==> src/rtl/sel_pipe_mux.sv <==
// Selects one of NUM channels (direct index or round-robin) into a single registered output entry.
// Latency one edge; backpressure: in_ready is offered only while the output entry is empty or draining.
module sel_pipe_mux #(
    parameter int WIDTH = 32,
    parameter int NUM   = 8,
    parameter int SEL_W = 3
) (
    input  logic                 clk,
    input  logic                 rst,
    input  logic                 mode,
    input  logic [SEL_W-1:0]     order,
    input  logic [NUM*WIDTH-1:0] in_data,
    input  logic [NUM-1:0]       in_valid,
    output logic [NUM-1:0]       in_ready,
    output logic [WIDTH-1:0]     out_data,
    output logic                 out_valid,
    input  logic                 out_ready,
    output logic [SEL_W-1:0]     out_sel
);

    localparam int               PAD_W   = 2 ** SEL_W;
    localparam logic [SEL_W-1:0] PTR_RST = SEL_W'(NUM - 1);

    logic [SEL_W-1:0] r_ptr;
    logic [WIDTH-1:0] r_out_data;
    logic             r_out_valid;
    logic [SEL_W-1:0] r_out_sel;

    logic [PAD_W-1:0] w_valid_pad;
    logic [PAD_W-1:0] w_rdy_pad;
    logic             w_ld;
    logic             w_gnt_vld;
    logic [SEL_W-1:0] w_gnt;
    logic             w_xfer;

    // (p + k) mod NUM, with p < NUM and 1 <= k <= NUM
    function automatic logic [SEL_W-1:0] rr_idx(input logic [SEL_W-1:0] p, input int k);
        int s;
        s = int'(p) + k;
        if (s >= NUM) s = s - NUM;
        return SEL_W'(s);
    endfunction

    // Channels beyond NUM read as never valid, so an out-of-range order yields no grant.
    assign w_valid_pad = PAD_W'(in_valid);

    always_comb begin
        w_gnt_vld = 1'b0;
        w_gnt     = '0;
        if (!mode) begin
            if (w_valid_pad[order]) begin
                w_gnt_vld = 1'b1;
                w_gnt     = order;
            end
        end else begin
            // Scan farthest-first so the nearest valid channel after r_ptr is the last one written.
            for (int k = NUM; k >= 1; k--) begin
                if (w_valid_pad[rr_idx(r_ptr, k)]) begin
                    w_gnt_vld = 1'b1;
                    w_gnt     = rr_idx(r_ptr, k);
                end
            end
        end
    end

    assign w_ld   = !rst && (!r_out_valid || out_ready);
    assign w_xfer = w_gnt_vld && w_ld;

    always_comb begin
        w_rdy_pad = '0;
        if (w_xfer) w_rdy_pad[w_gnt] = 1'b1;
    end

    assign in_ready = w_rdy_pad[NUM-1:0];

    always_ff @(posedge clk or posedge rst) begin
        if (rst) begin
            r_ptr       <= PTR_RST;
            r_out_data  <= '0;
            r_out_valid <= 1'b0;
            r_out_sel   <= '0;
        end else if (w_xfer) begin
            r_out_data  <= in_data[int'(w_gnt)*WIDTH +: WIDTH];
            r_out_sel   <= w_gnt;
            r_out_valid <= 1'b1;
            if (mode) r_ptr <= w_gnt;
        end else if (out_ready) begin
            r_out_valid <= 1'b0;
        end
    end

    assign out_data  = r_out_data;
    assign out_valid = r_out_valid;
    assign out_sel   = r_out_sel;

endmodule

==> config.mk <==
export PLATFORM = sky130hd
export DESIGN_NAME = sel_pipe_mux
export DESIGN_NICKNAME = d
export VERILOG_FILES = /design/src/rtl/sel_pipe_mux.sv
export SDC_FILE = /design/constraint.sdc
export NUM_CORES = 1
export LEC_CHECK = 0
export BUFFER_PORTS_ARGS = -buffer_cell sky130_fd_sc_hd__clkbuf_2
export CORE_AREA = 2 2 123 125
export CTS_BUF_LIST = sky130_fd_sc_hd__clkbuf_2 sky130_fd_sc_hd__clkbuf_4 sky130_fd_sc_hd__clkbuf_8
export DETAILED_ROUTE_END_ITERATION = 10
export DIE_AREA = 0 0 125 127
export PLACE_DENSITY_LB_ADDON = 0.05
export SLEW_MARGIN = 10
export SYNTH_ARGS = -nofsm -noshare
export SYNTH_HDL_FRONTEND = slang
export SYNTH_SLANG_ARGS = --single-unit
==> constraint.sdc <==
create_clock -name clk -period 7.6 [get_ports clk]
set_input_delay 0.38 -clock clk [delete_from_list [all_inputs] [get_ports clk]]
set_output_delay 0.38 -clock clk [all_outputs]
set_load 0.03 [all_outputs]
==> impl_metrics.py, run 1 <==
metrics = {
    "sta": {
        "finalCritPeriodShare_pct": 72.8,
        "fmax_mhz": 181,
        "tns_ns": 0,
        "rsz0062_at_grt": "false",
        "period_minus_slack_ns": 5.53,
        "layout_setup_ws_ns": 2.07,
        "relSlewSlack_pct": 30.8,
        "worstMarginPinSlew_ns": 1.04,
        "finalSetupViolCount": 0,
        "finClkSkew_ns": 0.0131,
        "timing.final.hold_violations": 0,
        "drv_slew": 0,
    },
    "clocking": {
        "htree_levels": 2,
        "clk_pin_slew_ns": 0.09,
        "cts-root-buf": "clkbuf_8",
        "clock_latency_ns": 0.30,
        "cts_buffers": 5,
        "cts_tree": "yes",
        "cts_setup_buffers": 0,
        "cts_resized": 0,
        "hold_buffers": 0,
        "clock_path_buffers": 2,
        "cts.sinks": 39,
    },
    "worst_setup_path": {
        "endpoint_kind": "output pin",
        "crit-reg2reg-launch": "r_ptr[0]",
        "cp_max_fo": 43,
        "critPathKind": "reg2out",
        "r2r-end": "out_data[26]",
        "cp.arrival_ns": 5.15,
        "crit_start": "r_ptr[0]",
        "reg2reg_depth": 11,
        "start_kind": "flop",
        "crit_required_ns": 7.22,
        "r2r_slack_ns": 2.57,
    },
    "global_route": {
        "grt_max_degree": 91,
        "grt_pass1_vias": 5014,
        "grt_pass1_wl_microns": 25900,
        "antenna_found_initial": 0,
        "grt-ovfl-total": 0,
        "grt.total_usage_pct": 20.0,
    },
    "synthesis": {
        "synth_seq_cells": 39,
        "syn_nets": 783,
        "ys_warn_count": 0,
        "synth-edff-count": 0,
        "ys.flop_type": "dfrtp_1",
        "synth_compound_area_share_pct": 18.6,
        "synthSimpleGateAreaFrac_pct": 8.06,
        "avgSynthCellArea_sq_um": 9.46,
        "synth.most_common_cell": "mux2i_1",
        "synth_commonest_cells": "mux2i_1, mux2_2, o21ai_1, nand2_1, dfrtp_1",
        "synthArstFlopShare_pct": 100,
        "synthCells": 510,
        "synthMuxAreaShare_pct": 45.2,
        "synth_cell_types": 55,
        "synth_top_area_share_pct": 21.4,
        "netlist.top_cell.by_area": "mux2i_1",
        "netlist_top_cells_area": "mux2i_1, dfrtp_1, mux2_2, mux4_2, a2bb2oi_1",
        "synth_top_family_by_area": "multiplexers",
        "synth-xor-area-share_pct": 0.907,
        "synth-seq-area-share_pct": 20.3,
        "synthAdderAreaFrac_pct": 0.518,
        "syn_area_sq_um": 4830,
    },
    "place": {
        "dp.final_hpwl_microns": 13200,
        "io_buffers": 314,
        "gp_congestion": 0.825,
        "dp.cells": 965,
        "place_ws_ns": 2.31,
    },
    "route": {
        "ant_nets": 0,
        "vias_per_cell": 5.05,
        "drc_errors": 0,
        "firstDrtPassIters": 4,
        "dr_total_vias": 4915,
        "routed_wl_microns": 16300,
        "wl_per_cell_microns": 16.8,
        "dr.first_iter.drc_count": 172,
    },
    "finish": {
        "synthToLayoutAreaGrowth_pct": 35.1,
        "nets": 1061,
        "antenna_cells": 0,
        "drive_above_1_share_pct": 53.1,
        "layout.cells.non_filler": 973,
    },
    "die": {
        "dieArea_sq_um": 15900,
        "fp.dieW_microns": 125,
        "rows": 44,
        "die_h_microns": 127,
        "num_io_pins": 315,
        "start_util_pct": 33.5,
        "core_area_sq_um": 14400,
    },
    "power_and_ir_drop": {
        "irDropWorstVdd_uv": 336,
        "power_density_nw_per_um2": 503,
        "p_leak_nw": 3.44,
    },
    "flow_run": {
        "cap_violations": 0,
    },
    "worst_hold_path": {
        "min_path_type": "in2async",
    },
    "outcome": {
        "outcome": "completed",
    },
}
==> cells in the final DEF (no fill, tap or decap), types with 7 or more instances in the layout <==
cell and n:
clkbuf_2 314, mux2i_1 103, mux2_2 63, o21ai_1 52
nand2_1 43, dfrtp_1 36, a2bb2oi_1 31, o21ai_0 20
mux4_2 14, mux2_1 9, nor3_1 7, a21oi_1 7
==> routing by layer <==
metal	vias to the layer above	GRT usage (%)	routed length (microns)
li1	2483	-	-
met1	2270	24.1	6530
met2	156	38.2	8920
met3	6	3.14	722
met4	0	2.88	134
met5	-	0	0
==> state kept, by name, summed over array words and instances (netlist names) <==
register,count
r_ptr,3
out_sel,3
out_data,32
out_valid,1
==> layout make-up <==
class                   instances  area (sq um)
fillers                      1453          7900
clock inverters                 2          38.8
inverters                       9          33.8
multi-input cells             414          3550
clock buffers                   6          82.6
flip-flops and latches         39           980
well taps                     184           230
repair buffers                319          1610
==> how the worst max path moves through the flow <==
stage	end	slack (ns)
floorplan	in_ready[1]	3.27
global route	in_ready[6]	1.55
detailed placement	in_ready[6]	2.31
finish	in_ready[6]	2.07
CTS	in_ready[6]	1.96
global placement	in_ready[2]	2.41
==> power breakdown <==
| group | leakage (nW) | total (mW) | switching [mW] | internal [mW] |
|---|---|---|---|---|
| Clock | 0.0618 | 0.191 | 0.0825 | 0.108 |
| Sequential | 0.474 | 0.411 | 0.0950 | 0.316 |
| Combinational | 2.91 | 2.68 | 1.45 | 1.23 |
| Total | 3.44 | 3.28 | 1.63 | 1.65 |
==> critical path, cell delays in order (launching register included) <==
cell	delay, ns
dfstp_2	0.86
inv_1	0.20
ha_1	0.68
mux4_2	0.63
nor4_1	0.28
a21oi_1	0.10
o31ai_1	0.24
nand2b_2	0.74
nand2b_2	0.76
nor3b_1	0.11
clkbuf_2	0.22
==> kinds of logic after synthesis <==
family,Yosys count
buf+inv,57
mux,190
xor+xnor,5
simple gates,82
fa+ha+maj,2
compound gates,135
flops,39
==> metrics by stage <==
| step | util, % | area (sq um) | power, mW | hold WS (ns) |
|---|---|---|---|---|
| final | 45.2 | 6520 | 3.28 | 0.195 |
| after global routing | 45.2 | 6520 | 3.57 | 0.232 |
| after CTS | 45.2 | 6520 | 3.34 | 0.205 |
| after detailed placement | 44.4 | 6400 | 3.14 | 0.475 |
| after global placement | 44.4 | 6400 | 3.13 | 0.467 |
| after floorplan | - | 4830 | 2.64 | 0.568 |
(Power assumes the default switching activity.)
==> run 2: changes to the inputs <==
--- a/config.mk
+++ b/config.mk
@@ -5,6 +5,7 @@
 export SDC_FILE = /design/constraint.sdc
 export NUM_CORES = 1
 export LEC_CHECK = 0
+export ABC_AREA = 1
 export BUFFER_PORTS_ARGS = -buffer_cell sky130_fd_sc_hd__clkbuf_2
 export CORE_AREA = 2 2 123 125
 export CTS_BUF_LIST = sky130_fd_sc_hd__clkbuf_2 sky130_fd_sc_hd__clkbuf_4 sky130_fd_sc_hd__clkbuf_8
==> constraint.sdc (replaced) <==
create_clock -name clk -period 4.7 [get_ports clk]
set_input_delay 0.235 -clock clk [delete_from_list [all_inputs] [get_ports clk]]
set_output_delay 0.235 -clock clk [all_outputs]
set_load 0.03 [all_outputs]
==> impl_metrics.py, run 2 <==
metrics = {
    "sta": {
        "hold_slack_ns": 0.119,
        "worstMarginPinSlew_ns": 0.895,
        "finalSetupViolCount": 0,
        "finalCritPeriodShare_pct": 87.2,
        "drv_slew": 0,
        "relSlewSlack_pct": 40.2,
        "fmax_mhz": 244,
        "period_minus_slack_ns": 4.10,
        "finClkSkew_ns": 0.00596,
        "rsz0062_at_grt": "false",
        "tns_ns": 0,
        "timing.final.hold_violations": 0,
    },
    "finish": {
        "drive_above_1_share_pct": 30.4,
        "largest_reg_flops": 32,
        "utilization_pct": 47.4,
        "nets": 1519,
        "layout_common_cells": "nand2_1, clkbuf_2, nand3_1",
        "antenna_cells": 0,
        "final_common_cell": "nand2_1",
        "layout.cells.non_filler": 1431,
        "synthToLayoutAreaGrowth_pct": 32.3,
    },
    "worst_setup_path": {
        "endpoint_kind": "output pin",
        "start_kind": "flop",
        "r2r_slack_ns": 0.77,
        "critPathKind": "reg2out",
        "r2r-end": "out_data[10]",
        "reg2reg_depth": 23,
        "crit-reg2reg-launch": "r_ptr[0]",
        "crit_required_ns": 4.47,
        "cp.arrival_ns": 3.87,
        "cp_max_fo": 26,
    },
    "synthesis": {
        "avgSynthCellArea_sq_um": 5.26,
        "synth_cell_types": 29,
        "ys_warn_count": 0,
        "synthCells": 984,
        "synth.most_common_cell": "nand2_1",
        "syn_nets": 1257,
        "netlist_top_cells_area": "nand2_1, nand3_1, dfrtp_1, nor2_1, buf_2",
        "synth_commonest_cells": "nand2_1, nand3_1, nor2_1, dfrtp_1, buf_2",
        "synthArstFlopShare_pct": 100,
        "ys.flop_type": "dfrtp_1",
        "synth_seq_cells": 39,
        "syn_area_sq_um": 5170,
        "synth_top_area_share_pct": 26.1,
        "synth-seq-area-share_pct": 18.9,
        "synth-edff-count": 0,
        "netlist.top_cell.by_area": "nand2_1",
    },
    "die": {
        "start_util_pct": 35.9,
        "dieArea_sq_um": 15900,
        "die_h_microns": 127,
        "rows": 44,
        "fp.dieW_microns": 125,
        "core_area_sq_um": 14400,
        "num_io_pins": 315,
    },
    "place": {
        "dp.cells": 1423,
        "dp.final_hpwl_microns": 16600,
        "gp_congestion": 0.862,
        "io_buffers": 314,
    },
    "worst_hold_path": {
        "min_path_type": "in2async",
    },
    "power_and_ir_drop": {
        "pwr-share-seq_pct": 12.3,
        "cell_internal_pwr_mw": 1.94,
        "irDropWorstVdd_uv": 337,
        "power_density_nw_per_um2": 748,
        "power_frac_clock_pct": 5.2,
        "p_leak_nw": 4.01,
        "pwr-share-comb_pct": 82.5,
        "total_power_mw": 5.11,
        "p_sw_mw": 3.17,
        "p_sw_share_pct": 62.1,
    },
    "global_route": {
        "grt_max_degree": 77,
        "grt-ovfl-total": 0,
        "grt_pass1_wl_microns": 34900,
        "grt_pass1_vias": 6964,
        "grt.total_usage_pct": 26.6,
        "antenna_found_initial": 0,
    },
    "route": {
        "firstDrtPassIters": 7,
        "routed_wl_microns": 22000,
        "dr.first_iter.drc_count": 554,
        "drc_errors": 0,
        "wl_per_cell_microns": 15.4,
        "dr_total_vias": 7185,
        "ant_nets": 0,
        "vias_per_cell": 5.02,
    },
    "clocking": {
        "cts_buffers": 5,
        "cts-root-buf": "clkbuf_8",
        "cts_resized": 0,
        "cts.sinks": 39,
        "hold_buffers": 0,
        "htree_levels": 2,
        "cts_tree": "yes",
        "clk_pin_slew_ns": 0.08,
        "clock_latency_ns": 0.29,
        "clock_path_buffers": 2,
        "cts_setup_buffers": 0,
    },
    "outcome": {
        "outcome": "completed",
    },
    "flow_run": {
        "cap_violations": 0,
    },
}
-- run 2: cell types whose count changed in the layout (fill, tap and decap cells not counted), sizes merged, moves of 7 or more --
cell | previous run | this run
o21ai | 72 | 12
buf | 5 | 14
nand2 | 43 | 372
nor2 | 6 | 181
nand3 | 4 | 262
mux2i | 104 | 0
nor3 | 8 | 1
a2bb2oi | 31 | 0
mux2 | 72 | 0
mux4 | 14 | 0
inv | 9 | 28
-- run 2: how the worst max path moves through the flow --
stage                   from           end  depth (start not counted)
floorplan           r_ptr[0]   in_ready[1]                         17
global placement    r_ptr[0]  out_data[26]                         23
detailed placement  r_ptr[0]  out_data[10]                         22
CTS                 r_ptr[0]   in_ready[6]                         19
global route        r_ptr[0]   in_ready[5]                         20
finish              r_ptr[0]   in_ready[7]                         20
-- run 2: metrics by stage --
| step | worst slack, ns | area [sq um] |
|---|---|---|
| 6_report | 0.600 | 6840 |
| 5_1_grt | 0.197 | 6840 |
| 4_1_cts | 0.595 | 6840 |
| 3_5_place_dp | 0.739 | 6740 |
| 3_3_place_gp | 0.780 | 6740 |
| 2_1_floorplan | 1.46 | 5170 |
-- run 2: layout make-up --
class / count / area, sq um
Clock buffer: 8 / 104
Tap cell: 184 / 230
Sequential cell: 39 / 980
Fill cell: 1688 / 7580
Timing Repair Buffer: 328 / 1710
Multi-Input combinational cell: 843 / 3700
Inverter: 29 / 114
-- run 2: worst max-delay path, cell delays in order (launching register included) --
cell and delay [ns]:
dfstp_2 0.65, inv_4 0.12, ha_1 0.47, inv_2 0.12, nand3_1 0.12, nand3_1 0.10, nand2_1 0.12, inv_2 0.06
nand2_1 0.08, nand2_1 0.05, nand2_1 0.05, nand2_1 0.04, nand2_1 0.05, nand2_1 0.09, nand2_1 0.10, nand2_2 0.35
nand2_1 0.21, buf_4 0.27, nand2_1 0.17, nor2_1 0.13, clkbuf_2 0.21
-- run 2: metal layers --
| metal | track usage, % | vias up | share of wire (%) |
|---|---|---|---|
| met5 | 0 | - | 0 |
| met3 | 4.65 | 38 | 6.9 |
| li1 | - | 3673 | - |
| met2 | 48.0 | 286 | 49 |
| met4 | 8.17 | 0 | 3.1 |
| met1 | 32.5 | 3188 | 41 |
-- run 2: power groups by stage --
stage	combinational (mW)	clock, mW	sequential (mW)
after floorplan	2.98	0	0.889
final	4.22	0.265	0.629
after CTS	4.24	0.268	0.630
after global placement	4.27	0	0.629
after global routing	4.75	0.284	0.655
after detailed placement	4.24	0	0.636
-- run 2: logic make-up (layout without fill, tap and decap cells) --
logic type	after synthesis	in the layout	share of synthesized area, %
adder cells (fa/ha/maj)	2	2	0.484
buffers and inverters	102	365	10.4
XOR/XNOR	1	1	0.169
AND/OR/NAND/NOR	817	817	67.4
AO/OA/AOI/OAI	23	23	2.61
flip-flops	39	39	18.9
==> run 3: changes to the inputs <==
--- a/config.mk
+++ b/config.mk
@@ -7,7 +7,7 @@
 export LEC_CHECK = 0
 export ABC_AREA = 1
 export BUFFER_PORTS_ARGS = -buffer_cell sky130_fd_sc_hd__clkbuf_2
-export CORE_AREA = 2 2 123 125
+export CORE_AREA = 4 4 121 123
 export CTS_BUF_LIST = sky130_fd_sc_hd__clkbuf_2 sky130_fd_sc_hd__clkbuf_4 sky130_fd_sc_hd__clkbuf_8
 export DETAILED_ROUTE_END_ITERATION = 10
 export DIE_AREA = 0 0 125 127
==> impl_metrics.py, run 3 (synthesis gave the netlist of run 2 again) <==
metrics = {
    "outcome": {
        "outcome": "completed",
    },
    "worst_setup_path": {
        "critPathKind": "reg2out",
        "crit-reg2reg-launch": "r_ptr[0]",
        "start_kind": "flop",
        "slowest_delay_ns": 0.65,
        "r2r_slack_ns": 0.98,
        "cp_slowest_cell": "dfstp_2",
        "endpoint_kind": "output pin",
        "cp.arrival_ns": 3.75,
        "path_common_cell": "nand2_1",
        "cp_cell_sequence": "inv_4 -> ha_1 -> inv_2 -> nand3_1 -> nand3_2 -> nand2_2 -> inv_2 -> nand2_1 -> nand2_1 -> nand2_1 -> nand2_1 -> nand2_1 -> nand2_1 -> nand2_1 -> nand2_1 -> nand2_2 -> nand2_1 -> nand2_1 -> nor2_1 -> clkbuf_2",
        "reg2reg_depth": 23,
        "r2r-end": "out_data[11]",
        "cp_max_fo": 18,
        "crit_required_ns": 4.47,
    },
    "clocking": {
        "cts.sinks": 39,
        "htree_levels": 2,
        "cts_setup_buffers": 0,
        "cts_buffers": 5,
        "cts_tree": "yes",
        "clk_pin_slew_ns": 0.08,
        "cts-root-buf": "clkbuf_8",
        "cts_resized": 0,
        "clock_latency_ns": 0.29,
        "hold_buffers": 0,
        "clock_path_buffers": 2,
    },
    "sta": {
        "finClkSkew_ns": 0.00659,
        "timing.final.hold_violations": 0,
        "rsz0062_at_grt": "false",
        "layout_setup_ws_ns": 0.718,
        "tns_ns": 0,
        "worstMarginPinSlew_ns": 1.04,
        "relSlewSlack_pct": 30.8,
        "period_minus_slack_ns": 3.98,
        "finalCritPeriodShare_pct": 84.7,
        "finalSetupViolCount": 0,
        "hold_slack_ns": 0.123,
        "drv_slew": 0,
        "fmax_mhz": 251,
    },
    "power_and_ir_drop": {
        "irDropWorstVdd_uv": 490,
        "pwr-share-seq_pct": 12.6,
        "p_leak_nw": 3.98,
        "cell_internal_pwr_mw": 1.87,
        "power_density_nw_per_um2": 740,
        "p_sw_share_pct": 62.7,
        "power_frac_clock_pct": 4.7,
        "pwr-share-comb_pct": 82.7,
        "p_sw_mw": 3.14,
    },
    "place": {
        "dp.final_hpwl_microns": 16700,
        "io_buffers": 314,
        "place_ws_ns": 0.975,
        "gp_congestion": 0.924,
        "placed_cell_area_sq_um": 6680,
    },
    "route": {
        "ant_nets": 0,
        "dr.first_iter.drc_count": 407,
        "wl_per_cell_microns": 15.6,
        "firstDrtPassIters": 7,
        "routed_wl_microns": 22200,
        "vias_per_cell": 5.07,
        "dr_total_vias": 7226,
        "drc_errors": 0,
    },
    "die": {
        "start_util_pct": 37.9,
        "rows": 43,
        "fp.dieW_microns": 125,
        "dieArea_sq_um": 15900,
        "num_io_pins": 315,
        "die_h_microns": 127,
        "core_area_sq_um": 13700,
    },
    "global_route": {
        "grt_pass1_wl_microns": 35000,
        "grt_max_degree": 97,
        "grt.total_usage_pct": 26.7,
        "grt-ovfl-total": 0,
        "antenna_found_initial": 1,
        "grt_pass1_vias": 6914,
    },
    "finish": {
        "nets": 1517,
        "largest_reg_flops": 32,
        "postLayoutCellArea_sq_um": 6770,
        "utilization_pct": 49.6,
        "synthToLayoutAreaGrowth_pct": 30.9,
        "layout_common_cells": "nand2_1, clkbuf_2, nand3_1",
        "final_common_cell": "nand2_1",
        "fillers": 1605,
        "drive_above_1_share_pct": 30.3,
    },
    "flow_run": {
        "cap_violations": 0,
    },
    "worst_hold_path": {
        "min_path_type": "in2async",
    },
}
-- run 3: power groups by stage --
| stage | clock, mW | combinational [mW] | sequential [mW] |
|---|---|---|---|
| 3_3_place_gp | 0 | 4.18 | 0.628 |
| 5_1_grt | 0.262 | 4.69 | 0.649 |
| 3_5_place_dp | 0 | 4.17 | 0.635 |
| 6_report | 0.237 | 4.14 | 0.631 |
| 4_1_cts | 0.243 | 4.18 | 0.630 |
| 2_1_floorplan | 0 | 2.98 | 0.889 |
-- run 3: layout make-up --
class	instances	area [sq um]	share of cell area [%]
tap	180	225	3.33
antenna	1	2.50	0.0370
sequential	39	980	14.5
clock inverter	1	5.00	0.0739
multi-input combinational	843	3700	54.6
timing repair buffer	326	1660	24.5
inverter	29	114	1.68
clock buffer	7	83.8	1.24
-- run 3: metrics by stage --
step                cells  power [mW]
global placement     1417        4.80
detailed placement   1417        4.80
floorplan             984        3.87
CTS                  1425        5.05
global route         1426        5.60
finish               1426        5.01
-- run 3: critical path, delay by kind of cell, from the launching register on --
family | cells | cell delay, ns
adders and majority gates | 1 | 0.43
buffers and inverters | 4 | 0.53
DFF | 1 | 0.65
and+or+nand+nor | 15 | 1.84
-- run 3: routing by layer --
layer | wire length, microns | vias to the layer above | global-route usage [%]
met1 | 9070 | 3261 | 32.8
met2 | 11000 | 260 | 47.3
li1 | - | 3670 | -
met5 | 0 | - | 0
met3 | 1610 | 35 | 5.60
met4 | 586 | 0 | 7.91
-- run 3: how the worst max path moves through the flow --
| stage | from | slack (ns) | endpoint |
|---|---|---|---|
| after floorplan | r_ptr[0] | 1.46 | in_ready[1] |
| after detailed placement | r_ptr[0] | 0.97 | out_data[18] |
| after global routing | r_ptr[0] | 0.30 | in_ready[7] |
| after CTS | r_ptr[0] | 0.72 | in_ready[5] |
| final | r_ptr[0] | 0.72 | in_ready[5] |
| after global placement | r_ptr[0] | 1.04 | out_data[11] |
